**config.mk**
```make
export PLATFORM = sky130hd
export DESIGN_NAME = flash_read_sequencer
export DESIGN_NICKNAME = d
export VERILOG_FILES = /design/src/rtl/flash_seq_pkg.sv /design/src/rtl/flash_onehot_dec.sv /design/src/rtl/flash_read_sequencer.sv
export SDC_FILE = /design/constraint.sdc
export NUM_CORES = 1
export LEC_CHECK = 0
export CORE_ASPECT_RATIO = 1.25
export CORE_MARGIN = 5
export CORE_UTILIZATION = 53
export DETAILED_ROUTE_END_ITERATION = 6
export GPL_ROUTABILITY_DRIVEN = 0
export HOLD_SLACK_MARGIN = 0.06
export PLACE_DENSITY_LB_ADDON = 0.2
export SYNTH_ARGS = -nofsm -noshare
export SYNTH_HDL_FRONTEND = slang
export SYNTH_HIERARCHICAL = 1
export SYNTH_SLANG_ARGS = --single-unit
```
**constraint.sdc**
```tcl
create_clock -name wb_clk_i -period 2.9 [get_ports wb_clk_i]
set_clock_uncertainty 0.15 [all_clocks]
set_input_delay 0.435 -clock wb_clk_i [delete_from_list [all_inputs] [get_ports wb_clk_i]]
set_output_delay 0.435 -clock wb_clk_i [all_outputs]
set_load 0.01 [all_outputs]
```
**src/rtl/flash_seq_pkg.sv**
```systemverilog
// Shared types and sizing helpers for the flash read sequencer.
package flash_seq_pkg;

  typedef enum logic [2:0] {
    ST_IDLE   = 3'd0,
    ST_SETUP  = 3'd1,
    ST_PRECHG = 3'd2,
    ST_SENSE  = 3'd3,
    ST_LATCH  = 3'd4,
    ST_RESP   = 3'd5
  } state_e;

  localparam int DEF_SETUP_CYC  = 2;
  localparam int DEF_PRECHG_CYC = 4;
  localparam int DEF_SENSE_CYC  = 8;

  function automatic int addr_w(input int n);
    return (n > 1) ? $clog2(n) : 1;
  endfunction

  // Phase counter must hold the longest phase length
  function automatic int phase_cnt_w(input int a, input int b, input int c);
    int m;
    m = (a > b) ? a : b;
    m = (m > c) ? m : c;
    return ($clog2(m + 1) > 1) ? $clog2(m + 1) : 1;
  endfunction

endpackage

```
**src/rtl/flash_onehot_dec.sv**
```systemverilog
// Binary-to-one-hot decoder with enable; all-zero output when disabled or index out of range.
module flash_onehot_dec #(
  parameter int IN_W  = 2,
  parameter int OUT_N = 4
) (
  input  logic              en,
  input  logic [IN_W-1:0]   idx,
  output logic [OUT_N-1:0]  onehot
);

  // Decode index to a single set bit
  always_comb begin
    onehot = '0;
    for (int i = 0; i < OUT_N; i++) begin
      if (en && (idx == IN_W'(i))) onehot[i] = 1'b1;
      else                         onehot[i] = 1'b0;
    end
  end

endmodule

```
**src/rtl/flash_read_sequencer.sv**
```systemverilog
// Read/verify sequencer driving NAND array select and sense strobes.
// Optional FLASH_SEQ_DOUBLE_SAMPLE_EN: two LATCH samples, AND-combined, mismatch flags an error.
module flash_read_sequencer
  import flash_seq_pkg::*;
#(
  parameter int NUM_BL     = 8,
  parameter int NUM_WL     = 4,
  parameter int NUM_BLK    = 2,
  parameter int SETUP_CYC  = DEF_SETUP_CYC,
  parameter int PRECHG_CYC = DEF_PRECHG_CYC,
  parameter int SENSE_CYC  = DEF_SENSE_CYC,
  localparam int BLK_W     = addr_w(NUM_BLK),
  localparam int WL_W      = addr_w(NUM_WL)
) (
  input  logic               wb_clk_i,
  input  logic               wb_rst_n,
  input  logic               req_valid,
  output logic               req_ready,
  input  logic [BLK_W-1:0]   req_blk,
  input  logic [WL_W-1:0]    req_wl,
  input  logic               req_verify,
  input  logic [NUM_BL-1:0]  req_expect,
  output logic               rsp_valid,
  input  logic               rsp_ready,
  output logic [NUM_BL-1:0]  rsp_data,
  output logic               rsp_err,
  output logic [NUM_BLK-1:0] ssl_en,
  output logic [NUM_BLK-1:0] gsl_en,
  output logic [NUM_WL-1:0]  wl_sel,
  output logic               prechg,
  output logic               sen1,
  output logic               sen2,
  output logic               out_en,
  input  logic [NUM_BL-1:0]  sa_out
);

  localparam int CNT_W = phase_cnt_w(SETUP_CYC, PRECHG_CYC, SENSE_CYC);
  localparam logic [BLK_W:0] BLK_LIM = (BLK_W + 1)'(NUM_BLK);
  localparam logic [WL_W:0]  WL_LIM  = (WL_W + 1)'(NUM_WL);
`ifdef FLASH_SEQ_DOUBLE_SAMPLE_EN
  localparam logic [CNT_W-1:0] LATCH_LOAD = CNT_W'(1);
`else
  localparam logic [CNT_W-1:0] LATCH_LOAD = CNT_W'(0);
`endif

  state_e               state_r;
  logic [CNT_W-1:0]     cnt_r;
  logic                 verify_r;
  logic                 bad_r;
  logic [NUM_BL-1:0]    expect_r;
  logic                 req_ready_r, rsp_valid_r, rsp_err_r;
  logic [NUM_BL-1:0]    rsp_data_r;
  logic [NUM_BLK-1:0]   ssl_en_r, gsl_en_r;
  logic [NUM_WL-1:0]    wl_sel_r;
  logic                 prechg_r, sen1_r, sen2_r, out_en_r;
  logic                 addr_ok_s;
  logic [NUM_BLK-1:0]   ssl_dec_s, gsl_dec_s;
  logic [NUM_WL-1:0]    wl_dec_s;
  logic [NUM_BL-1:0]    data_s;
  logic                 mism_s;
  logic                 err_s;
`ifdef FLASH_SEQ_DOUBLE_SAMPLE_EN
  logic [NUM_BL-1:0]    samp0_r;
`endif

  assign addr_ok_s = ({1'b0, req_blk} < BLK_LIM) && ({1'b0, req_wl} < WL_LIM);

  flash_onehot_dec #(.IN_W(BLK_W), .OUT_N(NUM_BLK)) u_ssl_dec (
    .en(addr_ok_s), .idx(req_blk), .onehot(ssl_dec_s));
  flash_onehot_dec #(.IN_W(BLK_W), .OUT_N(NUM_BLK)) u_gsl_dec (
    .en(addr_ok_s), .idx(req_blk), .onehot(gsl_dec_s));
  flash_onehot_dec #(.IN_W(WL_W), .OUT_N(NUM_WL)) u_wl_dec (
    .en(addr_ok_s), .idx(req_wl), .onehot(wl_dec_s));

  // Final sample and error evaluation at the last LATCH cycle
  always_comb begin
`ifdef FLASH_SEQ_DOUBLE_SAMPLE_EN
    data_s = samp0_r & sa_out;
    mism_s = (samp0_r != sa_out);
`else
    data_s = sa_out;
    mism_s = 1'b0;
`endif
    if (verify_r) err_s = mism_s || (data_s != expect_r);
    else          err_s = mism_s;
  end

  // Sequencer FSM with registered strobes and response
  always_ff @(posedge wb_clk_i or negedge wb_rst_n) begin
    if (!wb_rst_n) begin
      state_r     <= ST_IDLE;
      cnt_r       <= '0;
      verify_r    <= 1'b0;
      bad_r       <= 1'b0;
      expect_r    <= '0;
      req_ready_r <= 1'b1;
      rsp_valid_r <= 1'b0;
      rsp_err_r   <= 1'b0;
      rsp_data_r  <= '0;
      ssl_en_r    <= '0;
      gsl_en_r    <= '0;
      wl_sel_r    <= '0;
      prechg_r    <= 1'b0;
      sen1_r      <= 1'b0;
      sen2_r      <= 1'b0;
      out_en_r    <= 1'b0;
`ifdef FLASH_SEQ_DOUBLE_SAMPLE_EN
      samp0_r     <= '0;
`endif
    end else begin
      case (state_r)
        ST_IDLE: begin
          if (req_valid) begin
            req_ready_r <= 1'b0;
            verify_r    <= req_verify;
            expect_r    <= req_expect;
            bad_r       <= !addr_ok_s;
            if (addr_ok_s) begin
              state_r  <= ST_SETUP;
              cnt_r    <= CNT_W'(SETUP_CYC - 1);
              ssl_en_r <= ssl_dec_s;
              gsl_en_r <= gsl_dec_s;
              wl_sel_r <= wl_dec_s;
            end else begin
              // Out-of-range: one quiet cycle in LATCH with no strobes, then respond
              state_r <= ST_LATCH;
              cnt_r   <= '0;
            end
          end
        end
        ST_SETUP: begin
          if (cnt_r == '0) begin
            state_r  <= ST_PRECHG;
            cnt_r    <= CNT_W'(PRECHG_CYC - 1);
            prechg_r <= 1'b1;
          end else begin
            cnt_r <= cnt_r - CNT_W'(1);
          end
        end
        ST_PRECHG: begin
          if (cnt_r == '0) begin
            state_r  <= ST_SENSE;
            cnt_r    <= CNT_W'(SENSE_CYC - 1);
            prechg_r <= 1'b0;
            sen1_r   <= 1'b1;
          end else begin
            cnt_r <= cnt_r - CNT_W'(1);
          end
        end
        ST_SENSE: begin
          if (cnt_r == '0) begin
            state_r  <= ST_LATCH;
            cnt_r    <= LATCH_LOAD;
            sen1_r   <= 1'b0;
            sen2_r   <= 1'b1;
            out_en_r <= 1'b1;
          end else begin
            cnt_r <= cnt_r - CNT_W'(1);
          end
        end
        ST_LATCH: begin
          if (cnt_r == '0) begin
            state_r     <= ST_RESP;
            rsp_valid_r <= 1'b1;
            rsp_data_r  <= bad_r ? '0 : data_s;
            rsp_err_r   <= bad_r ? 1'b1 : err_s;
            ssl_en_r    <= '0;
            gsl_en_r    <= '0;
            wl_sel_r    <= '0;
            sen2_r      <= 1'b0;
            out_en_r    <= 1'b0;
          end else begin
            cnt_r <= cnt_r - CNT_W'(1);
`ifdef FLASH_SEQ_DOUBLE_SAMPLE_EN
            samp0_r <= sa_out;
`endif
          end
        end
        ST_RESP: begin
          if (rsp_ready) begin
            state_r     <= ST_IDLE;
            rsp_valid_r <= 1'b0;
            req_ready_r <= 1'b1;
          end
        end
        default: begin
          state_r     <= ST_IDLE;
          req_ready_r <= 1'b1;
          rsp_valid_r <= 1'b0;
          ssl_en_r    <= '0;
          gsl_en_r    <= '0;
          wl_sel_r    <= '0;
          prechg_r    <= 1'b0;
          sen1_r      <= 1'b0;
          sen2_r      <= 1'b0;
          out_en_r    <= 1'b0;
        end
      endcase
    end
  end

  assign req_ready = req_ready_r;
  assign rsp_valid = rsp_valid_r;
  assign rsp_data  = rsp_data_r;
  assign rsp_err   = rsp_err_r;
  assign ssl_en    = ssl_en_r;
  assign gsl_en    = gsl_en_r;
  assign wl_sel    = wl_sel_r;
  assign prechg    = prechg_r;
  assign sen1      = sen1_r;
  assign sen2      = sen2_r;
  assign out_en    = out_en_r;

endmodule

```
After elaboration in Yosys (flattened, before gate mapping)
Cells that the tools add are included.
{ "classes": {"n_addsub": 1, "bitwise": 6, "eq_ne": 16, "n_mux": 36, "n_reduce_logical": 20} }
{ "op_table": {"columns": ["cell", "n"], "rows": [
  ["$mux W4", 7],
  ["$reduce_or A4 Y1", 6],
  ["$reduce_and A3 Y1", 7],
  ["$pmux W4 S5", 1],
  ["$mux W3", 6],
  ["$pmux W3 S6", 1],
  ["$pmux W1 S3", 5],
  ["$ne A2 B2 Y1 const B", 7],
  ["$mux W1", 12],
  ["$pmux W4 S3", 1],
  ["$ne A8 B8 Y1", 1],
  ["$eq A3 B2 Y1 const B", 2],
  ["$eq A3 B3 Y1 const B", 2],
  ["$not A1 Y1", 6],
  ["$pmux W2 S3", 1],
  ["$reduce_and A6 Y1", 1],
  ["$reduce_bool A5 Y1", 1],
  ["$eq A2 B2 Y1 const B", 2],
  ["$logic_not A4 Y1", 1],
  ["$mux W2", 2],
  ["$reduce_and A2 Y1", 2],
  ["$sub A4 B1 Y4 const B", 1],
  ["$eq A3 B1 Y1 const B", 1],
  ["$logic_not A3 Y1", 1],
  ["2 further kinds", 2]
]} }
{ "totals": {"reg_bits": 36, "inputBits": 24, "wordCells": 92, "output_inout_bits": 23} }

Longest topological paths before layout
{ "depth": {"depth_word": 4, "depth_mapped": 7, "mapped_depth_nobuf": 6} }

Cells and area by module
Netlist, hierarchy kept.
{ "by_module_without_submodules": {"columns": ["mod", "area_each_um2", "cells_each", "n_inst", "seq_area_each_um2"], "rows": [
  ["flash_read_sequencer", 1919.3, 165, 1, 952.2],
  ["flash_onehot_dec (u_wl_dec)", 37.5, 4, 1, 0.0],
  ["flash_onehot_dec (u_gsl_dec ...)", 16.3, 2, 2, 0.0]
]} }

Worst setup path before layout
Ideal clock, no wire load.
{ "synth_timing": {"path_kind": "register -> register", "startpoint": "register cnt_r[0]", "endpoint": "register cnt_r[0]", "period_less_slack_ns": 1.820, "stages_incl_launch_ff": 8, "t_arrival_ns": 1.576, "setup_time_ns": 0.094, "n_path_buf": 1, "setup_slack_ns": 1.080, "required_time_ns": 2.656, "path_cell_list": "dfrtp_1 inv_1 ha_1 or3b_1 buf_6 o21ai_2 a21oi_1 a221oi_2"} }
{ "synth_via": {"elab_chain_len": 3, "elab_cells_between_ends": 9, "classes_between": "add/sub: 1; eq/ne: 1; mux: 5; reduce/logical: 2"} }
{ "synth_lines": {"columns": ["item", "line", "source"], "rows": [
  ["from (decl)", "flash_read_sequencer.sv:47", "logic [CNT_W-1:0] cnt_r;"],
  ["from (signal assigned)", "flash_read_sequencer.sv:120", "cnt_r <= CNT_W'(SETUP_CYC - 1);"],
  ["from (signal assigned)", "flash_read_sequencer.sv:134", "cnt_r <= CNT_W'(PRECHG_CYC - 1);"],
  ["from (signal assigned)", "flash_read_sequencer.sv:137", "cnt_r <= cnt_r - CNT_W'(1);"],
  ["$sub A4 B1 Y4 or $logic_not A4 Y1 (tied branches)", null, null],
  ["$mux W4 (tied with other cells)", "flash_read_sequencer.sv:162", "if (cnt_r == '0) begin"],
  ["$pmux W4 S5 or $reduce_and A3 Y1 (tied branches)", null, null]
]} }
Parallel ways exist; a longest one is shown, timed or not. The select of a mux whose other input is x is not followed.
A chain may end at the register's enable or synchronous reset.

Worst setup path after layout
{ "layout_timing": {"startpoint": "register cnt_r[0]", "endpoint": "register rsp_data_r[3] (netlist: rsp_data[3])"} }
{ "layout_via": {"elab_chain_len": 2} }
{ "layout_lines": {"columns": ["item", "line", "source"], "rows": [
  ["$logic_not A4 Y1", "flash_read_sequencer.sv:162", null],
  ["$reduce_and A2 Y1 (no line)", null, null],
  ["to (signal assigned)", "flash_read_sequencer.sv:165", "rsp_data_r <= bad_r ? '0 : data_s;"],
  ["to (decl)", "flash_read_sequencer.sv:52", "logic [NUM_BL-1:0] rsp_data_r;"]
]} }
Every way passes these cells.

==> qor.txt <==
STATUS
--------------------------------------------------------------------------------------------------
Result of the run                                                                        completed

GLOBAL ROUTE
--------------------------------------------------------------------------------------------------
GR Overflow Total                                                                                0
Overall fraction of global-route tracks in use                                               18.7%
Number of antenna violations at the first check in global routing                                0
Global-route wire length before repair                                                7470 microns
Vias in the first global route                                                                1640
Largest net degree at the start of global routing                                               39

FLOORPLAN
--------------------------------------------------------------------------------------------------
Chip width                                                                            64.8 microns
Die height                                                                            78.5 microns
Die Outline Area                                                                        5090 sq um
Boundary Pins                                                                                   47
Starting density of the core                                                                 53.4%
Floorplan Core Area                                                                     3720 sq um
Count of standard-cell rows                                                                     25

CLOCK NETWORK
--------------------------------------------------------------------------------------------------
Number of H-tree levels                                                                          2
Num CTS Buffers                                                                                  5
CTS tree                                                                                      done
Number of buffers between clock root and the deepest sink                                        2
# hold bufs at CTS                                                                               0
Number of buffers inserted by post-CTS setup repair                                              0
Clock transition time at the flip-flop clock pins of the worst setup and hold paths          70 ps
Clock root buffer                                                                     sky130_fd_sc_hd__clkbuf_8
Total number of clock tree sinks                                                                38
Gates resized, CTS repair                                                                        0
Source-to-sink clock delay at the later pin of the worst-skew pair                          280 ps

SETUP PATH
--------------------------------------------------------------------------------------------------
Critical path arrival                                                                      2190 ps
Critical-path cell with the highest stage delay                                       sky130_fd_sc_hd__dfrtp_1
Worst path bufs/invs                                                                             1
Startpoint class of the critical path                                                     register
Cell chain of the critical path                                                       inv_1, ha_1, nor3b_4, nand3_2, mux2_2
Peak per-stage delay on the critical path                                                   450 ps
WP data required                                                                           2920 ps
CP endpoint kind                                                                          register
Category of the critical setup timing path                                              reg -> reg
Delay-heaviest family, CP                                                             simple AND/OR/NAND/NOR gates
Critical path peak fanout                                                                       10

POWER
--------------------------------------------------------------------------------------------------
Leakage power of the design                                                                1.08 nW
Power per unit of standard cell area                                                   970 nW/um^2
Peak ir drop on the vdd network                                                           0.519 mV

CELLS AND AREA
--------------------------------------------------------------------------------------------------
Area growth, synth to finish                                                                 27.5%
Ant. Diodes                                                                                      0
Share of cells above drive strength 1                                                        17.8%
Final net count                                                                                251

LOGIC SYNTHESIS
--------------------------------------------------------------------------------------------------
Top post-synthesis cells by area                                                      sky130_fd_sc_hd__dfrtp_1 (47%), sky130_fd_sc_hd__mux2_2 (8.5%), sky130_fd_sc_hd__a22o_1 (4.0%)
Synth Cell Area                                                                         1990 sq um
Average cell area after synthesis                                                       11.5 sq um
Post-synth cell types                                                                           49
Top FF cell, synth                                                                    sky130_fd_sc_hd__dfrtp_1
Register area share after synthesis                                                          47.9%
Register bit total from synthesis                                                               38
Cell type contributing the most total cell area after synthesis                       sky130_fd_sc_hd__dfrtp_1
Area fraction of the dominant cell type after synthesis                                      46.5%
Ys Warns                                                                                         6
Fraction of registers with async set/reset                                                    100%
EDFF count, synth                                                                                0
Mapped Cells                                                                                   173

TIMING
--------------------------------------------------------------------------------------------------
Worst slew slack as a fraction of its limit                                                  45.4%
Worst-case hold slack                                                                      91.5 ps
Final-report max-slew violation count                                                            0
Final setup violation count                                                                      0
Final hold viol count                                                                            0
Accumulated negative setup slack                                                              0 ps
Share of the clock period used by the worst path after layout                                75.0%
Actual transition at the worst max-transition pin                                           819 ps
Shortest clock period the worst path allows after layout                                   2170 ps
Setup repair after global routing missed its margin                                             no
Max Fclk                                                                                   460 MHz

ROUTING
--------------------------------------------------------------------------------------------------
Total wirelength of the detailed-routed design                                        4430 microns
Vias per inst                                                                                 5.72
Post-Route M1 WL                                                                      1770 microns
Uppermost metal layer occupied by signal nets                                                 met4
Met3 wire length                                                                       233 microns
Drc violations                                                                                   0
Met2 wire length                                                                      2390 microns
Iteration-0 DRC Markers                                                                         98
First-pass detailed-route iteration total                                                        4
Antenna-violating nets left                                                                      0
Average wire per cell in the routed design                                            16.7 microns
Vias after detailed routing                                                                   1515

JOB
--------------------------------------------------------------------------------------------------
Reported max-cap violation count                                                                 0

PLACED DESIGN
--------------------------------------------------------------------------------------------------
Number of buffer cells added on primary ports                                                   46
Placed wire-length estimate                                                           3190 microns

WORST HOLD PATH
--------------------------------------------------------------------------------------------------
Hold WC Path Type                                                                      in -> async

[worst paths after layout]
check                           from  depth (start not counted)  slack [ps]           to
min in group wb_clk_i      ssl_en[0]                          1         360    ssl_en[0]
min reg2reg                ssl_en[0]                          1         360    ssl_en[0]
max in group asynchronous   wb_rst_n                          1        1990     cnt_r[3]
max                         cnt_r[0]                          5         730  rsp_data[3]
min                         wb_rst_n                          1          90     cnt_r[2]
max reg2reg                 cnt_r[0]                          5         730  rsp_data[3]
[layout by cell type, fill, tap and decap left out, drive strengths merged, types with 2 or more instances in the layout]
cell and count:
nor4b 2, and2 3, a221oi 2, o22ai 4, clkbuf 7, nand2 6, o21ai 10, xnor2 8
and3b 2, conb 8, nand4 2, nor2 9, a21oi 11, nor3 2, xor2 2, a22o 9
inv 6, mux2 17, nor3b 2, o31ai 2, nand2b 3, buf 3, and2b 2, nand3 2
a22oi 2, clkdlybuf4s50 45, ha 2, a21o 2, a32oi 2, dfrtp 37
[through the flow]
stage / util, % / power [mW] / setup WS [ps] / cell area (sq um) / cells
2_1_floorplan: - / 1.74 / 1080 / 2020 / 180
3_3_place_gp: 66.1 / 2.08 / 694 / 2460 / 258
3_5_place_dp: 66.1 / 2.13 / 654 / 2460 / 258
4_1_cts: 68.2 / 2.48 / 716 / 2540 / 265
5_1_grt: 68.2 / 2.64 / 591 / 2540 / 265
6_report: 68.2 / 2.46 / 726 / 2540 / 265
[registers in the layout (all words and copies together), names as in the netlist]
name,flops
cnt_r,4
expect_r,8
gsl_en,2
out_en,1
prechg,1
req_ready,1
rsp_data,8
rsp_err,1
rsp_valid,1
sen1,1
ssl_en,2
state_r,3
verify_r,1
wl_sel,4
[cells by family (layout without fill, tap and decap cells)]
kind of cell | after synthesis | count (layout) | share of synthesized area (%)
xor gates and xnor gates | 10 | 10 | 4.40
other | 1 | 8 | 0.188
muxes | 17 | 17 | 10.0
DFF | 38 | 38 | 47.9
adders and majority gates | 3 | 3 | 1.76
buffers and inverters | 16 | 61 | 4.91
and+or+nand+nor | 41 | 41 | 14.0
AOI/OAI and AO/OA | 47 | 47 | 16.9
[cells in the mapped netlist, types with 2 or more instances]
cell type / instances
sky130_fd_sc_hd__dfrtp_1: 37
sky130_fd_sc_hd__mux2_2: 15
sky130_fd_sc_hd__a21oi_1: 10
sky130_fd_sc_hd__a22o_1: 9
sky130_fd_sc_hd__nor2_1: 9
sky130_fd_sc_hd__o21ai_0: 9
sky130_fd_sc_hd__xnor2_1: 8
sky130_fd_sc_hd__inv_1: 6
sky130_fd_sc_hd__nand2_1: 6
sky130_fd_sc_hd__buf_6: 4
sky130_fd_sc_hd__o22ai_1: 4
sky130_fd_sc_hd__buf_2: 3
sky130_fd_sc_hd__nand2b_1: 3
sky130_fd_sc_hd__a21o_1: 2
sky130_fd_sc_hd__a221oi_2: 2
sky130_fd_sc_hd__a22oi_1: 2
sky130_fd_sc_hd__a32oi_1: 2
sky130_fd_sc_hd__and2_2: 2
sky130_fd_sc_hd__and2b_2: 2
sky130_fd_sc_hd__and3b_1: 2
sky130_fd_sc_hd__clkbuf_1: 2
sky130_fd_sc_hd__ha_1: 2
sky130_fd_sc_hd__mux2_4: 2
sky130_fd_sc_hd__nand4_1: 2
sky130_fd_sc_hd__nor3_1: 2
sky130_fd_sc_hd__o31ai_1: 2
sky130_fd_sc_hd__xor2_1: 2
[cell type report]
type	count	area, sq um
tap	40	50.0
inverter	6	22.5
multi-input combinational	126	966
fill	295	1180
clock buffer	7	76.3
timing repair buffer	48	470
sequential	38	952
[report_power, final]
part | switching [mW] | total (mW) | internal, mW
Combinational | 0.493 | 1.14 | 0.642
Clock | 0.176 | 0.342 | 0.166
Sequential | 0.231 | 0.984 | 0.752
Total | 0.900 | 2.46 | 1.56
[per-layer routing]
| metal | up-vias | GRT usage, % |
|---|---|---|
| met3 | 6 | 5.58 |
| met4 | 0 | 5.07 |
| li1 | 721 | - |
| met2 | 37 | 33.6 |
| met1 | 751 | 21.3 |
| met5 | - | 0 |
No activity file was read; power rests on OpenSTA's default activity.
==> RTL edit 1: new RTL, config.mk and constraints unchanged <==
Put one more register stage on the output `rsp_err`, cleared by the reset. The value now appears one clock later. The other outputs are not delayed to match.
--- a/src/rtl/flash_read_sequencer.sv
+++ b/src/rtl/flash_read_sequencer.sv
@@ -203,5 +203,11 @@
   assign rsp_valid = rsp_valid_r;
   assign rsp_data  = rsp_data_r;
-  assign rsp_err   = rsp_err_r;
+  always_ff @(posedge wb_clk_i or negedge wb_rst_n) begin
+    if (!wb_rst_n) begin
+      rsp_err <= '0;
+    end else begin
+      rsp_err <= rsp_err_r;
+    end
+  end
   assign ssl_en    = ssl_en_r;
   assign gsl_en    = gsl_en_r;
Behaviour: no difference found for any inputs over 10 cycles, from zero or initial values and one cycle with wb_rst_n low; that may be too few to reach the edited logic, so the function may still have changed.
==> RTL edit 1 against the original RTL <==
Die area rose by 0.27%. Routed wire length is 3.3% lower. Power is 1.0% lower. Cell area up 2.3%. Sequential cell count increased by 1. Setup slack better by 0.086 ns. First-iteration DRC count increased by 24%. Synthesized area increased by 0.31%. Largest cell class is now flip-flops and latches. Largest power group is now sequential cells.
==> RTL edit 1: results (changes against the original RTL) <==
STA
  • Least-Margin Pin Slew: 0.969 ns (+0.150 ns)
  • Min Hold Slack: 0.0916 ns (+0.0000341 ns)

Floorplan
  • DIE WIDTH: 64.9 µm (+0.13%)

Placed design
  • Place WS: 0.660 ns (+0.00594 ns)

Route
  • Final WL: 4.29 mm (-3.3%)
  • Drt initial violations: 122 (+24%)
  • Metal3 WL: 192 µm (-18%)
  • DR WL met2: 2.22 mm (-7.0%)

Cells and area
  • Share of cells above drive strength 1: 18.5% (+0.76 points)
  • Buffering overhead: 18.1% (-0.41 points)
  • Non-CTS inverters: 7 (+1)
  • Multi-input comb cells: 130 (+3.2%)
  • Clock buffers: 5 (-2)

Pwr
  • Clk pwr share: 18.6% (+4.7 points)
  • Worst vdd ir: 0.447 mV (-14%)
  • Switch share: 34.6% (-2.0 points)
  • Sequential cell fraction of total power: 40.8% (+0.8 points)

GRT
  • Largest net degree at the start of global routing: 40 (+2.6%)
  • Number of global-route vias before repair: 1605 (-2.1%)
  • Met3 Use GR: 4.86% (-0.72 points)
  • Met1 Use GR: 22.0% (+0.71 points)
  • Met2 Resource Use GR: 32.8% (-0.82 points)

Critical path
  • Critical Path Sink: wl_sel[0]$_DFFE_PN0P_
  • Reg2reg setup slack: 0.81 ns (+0.09 ns)
  • Crit Path Max Fanout: 8 (-2)
  • Arrival @ worst endpoint: 2.12 ns (-0.07 ns)
  • Worst r2r path cells: 6 (+1)

Outcome
  • Status: completed

Synthesis
  • Synth cell types: 52 (+6.1%)
  • Syn avg cell area: 11.1 µm² (-3.0%)
## RTL edit 1: changes by cell type in the layout (fill, tap and decap cells not counted), sizes merged, moves of 2 or more
cell / change
nor3: +3
a221oi: -2
a21o: -2
clkinv: +2
o31ai: -2
nand2: +3
a31oi: +2
o21ai: -3
a32oi: -2
clkbuf: -2
## RTL edit 1: critical path, cell delays in order (launching register included)
cell     delay, ns
dfrtp_1       0.41
inv_1         0.12
ha_1          0.23
nor3b_2       0.40
nand2_1       0.16
o21a_2        0.32
a22o_1        0.19
## RTL edit 1: kinds of logic (layout without fill, tap and decap cells)
kind of cell | after synthesis | count (layout) | share of synthesized area, %
adder cells (fa/ha/maj) | 3 | 3 | 1.76
multiplexers | 18 | 18 | 10.5
other | 1 | 8 | 0.188
AO/OA/AOI/OAI | 42 | 42 | 14.5
AND/OR/NAND/NOR | 50 | 50 | 15.8
buffers and inverters | 17 | 63 | 4.33
XOR/XNOR | 9 | 9 | 3.95
flip-flops | 39 | 39 | 49.0
==> RTL edit 2: new RTL, same flow settings <==
Made on the original files. The option `FLASH_SEQ_DOUBLE_SAMPLE_EN` is turned on by a define.
--- a/src/rtl/flash_read_sequencer.sv
+++ b/src/rtl/flash_read_sequencer.sv
@@ -1,4 +1,6 @@
 // Read/verify sequencer driving NAND array select and sense strobes.
 // Optional FLASH_SEQ_DOUBLE_SAMPLE_EN: two LATCH samples, AND-combined, mismatch flags an error.
+`define FLASH_SEQ_DOUBLE_SAMPLE_EN
+
 module flash_read_sequencer
   import flash_seq_pkg::*;
Function: same outputs for any inputs over 10 cycles, from zero or initial values and one cycle with wb_rst_n low; that may be too few to reach the edited logic, so the function may still have changed.
==> RTL edit 2 against the original RTL <==
Power increased by 11%. Non-clock buffer count unchanged. Cell area increased by 14%. Via count increased by 9.3%. Count of clock-buffer cells in the layout unchanged. Sequential cell count increased by 8. Utilization increased by 1.1 points. Final cell count increased by 14%. Synthesized area increased by 16%. Routed wire length increased by 4.0%. Setup slack got worse by 0.037 ns. Critical endpoint is now rsp_data[7]$_DFFE_PN0P_.
==> RTL edit 2: results (changes against the original RTL) <==
Outcome
  • Status: completed

GRT
  • First-pass GRT wire length: 8.00 mm (+7.0%)
  • Antenna violations before repair: 0 (unchanged)
  • GRT Util Overall: 17.1% (-1.7 points)
  • Largest net degree at the start of global routing: 47 (+21%)

Critical path
  • Reg2reg setup slack: 0.69 ns (-0.04 ns)
  • Critical R2R Launch: cnt_r[0]$_DFFE_PN0P_
  • Worst Setup SP: cnt_r[0]$_DFFE_PN0P_
  • Critical Path Sink: rsp_data[7]$_DFFE_PN0P_
  • Reg2reg end: rsp_data[7]$_DFFE_PN0P_
  • Crit path max-delay family: simple AND/OR/NAND/NOR gates
  • Critical path's largest stage delay: 0.45 ns (about the same)
  • Slowest cell on crit path: mux2_2
  • Worst r2r path cells: 6 (+1)
  • Crit Path Max Fanout: 11 (+1)

Clocking
  • CTS Root Cell: clkbuf_8
  • CTS buffer count: 5 (unchanged)
  • Post-CTS sizing: 0 (unchanged)
  • Later-pin clock latency in the skew report: 0.30 ns (+0.02 ns)
  • Worst-path clk slew: 0.09 ns (+0.02 ns)

Worst hold path
  • HP Class: in -> async

Cells and area
  • Layout area overhead: 24.7%
  • Fill count: 356 (+21%)
  • Share of cells above drive strength 1: 18.2% (+0.44 points)
  • Diode count: 0 (unchanged)
  • Nets: 280 (+12%)

Route
  • DR pass1 iterations: 6 (+2)
  • Final WL: 4.61 mm (+4.0%)
  • Vias: 1656 (+9.3%)
  • Drt initial violations: 104 (+6.1%)

Synthesis
  • Seq/Total Area, Yosys: 49.8% (+2.0 points)
  • Largest cells by area after synthesis: dfrtp_1 49%, mux2_2 12%, ha_1 5.4%
  • Yosys Warn Count: 6 (unchanged)
  • Top FF cell, synth: dfrtp_1
  • Post-synth top cells: 45 x dfrtp_1, 24 x mux2_2, 13 x a21oi_1
  • Synth async-reset ratio: 100% (unchanged)
  • Synth cell types: 46 (-6.1%)

Pwr
  • Worst vdd ir: 0.527 mV (+1.4%)
  • Leak Pwr: 1.25 nW (+15%)
  • Int Power: 0.00177 W (+13%)
  • Clk pwr share: 14.8% (+0.9 points)
  • Seq. pwr: 0.00115 W (+17%)

STA
  • Least-Margin Pin Slew: 1.00 ns (+0.182 ns)
  • Final setup vio count: 0 (unchanged)

Placed design
  • DP HPWL: 3.41 mm (+6.7%)
  • Port Buffers: 46 (unchanged)
  • Placed Area: 2790 µm² (+13%)
RTL edit 2: per-layer routing:
layer / track usage, % / up-vias / wire length (µm)
met3: 5.06 / 7 / 220
met5: 0 / - / 0
met4: 5.68 / 0 / 68
met1: 19.5 / 812 / 1890
li1: - / 793 / -
met2: 30.1 / 44 / 2430
RTL edit 2: area by class of cell:
class,instances,share of cell area (%)
repair buffers,48,16.3
well taps,56,2.43
multi-input cells,140,37.5
inverters,5,0.651
clock buffers,7,2.99
clock inverters,1,0.174
flip-flops and latches,46,40.0
RTL edit 2: stage by stage:
stage,total power (W),util [%],worst slack (ns),std cells,hold WS [ns]
global route,0.00294,69.2,0.532,303,0.234
finish,0.00273,69.2,0.689,303,0.145
global placement,0.00231,67.0,0.755,295,0.305
CTS,0.00275,69.2,0.677,303,0.176
floorplan,0.00196,-,1.02,202,-0.0106
detailed placement,0.00235,67.0,0.698,295,0.317
RTL edit 2: how the worst min path moves through the flow:
stage | startpoint | endpoint | slack [ns] | depth (start not counted)
detailed placement | req_ready$_DFFE_PN1P_ | req_ready$_DFFE_PN1P_ | 0.32 | 2
CTS | wb_rst_n | cnt_r[3]$_DFFE_PN0P_ | 0.18 | 1
finish | wb_rst_n | cnt_r[3]$_DFFE_PN0P_ | 0.14 | 1
global placement | req_ready$_DFFE_PN1P_ | req_ready$_DFFE_PN1P_ | 0.31 | 2
global route | wb_rst_n | cnt_r[3]$_DFFE_PN0P_ | 0.23 | 1
floorplan | wb_rst_n | cnt_r[0]$_DFFE_PN0P_ | -0.01 | 0
RTL edit 2: cells by family after synthesis:
| kind of cell | share of synthesized area, % |
|---|---|
| flops | 49.8 |
| other cells | 0.162 |
| simple gates | 11.9 |
| compound gates | 11.1 |
| xor+xnor | 3.79 |
| mux | 12.8 |
| buf+inv | 4.60 |
| fa+ha+maj | 5.84 |
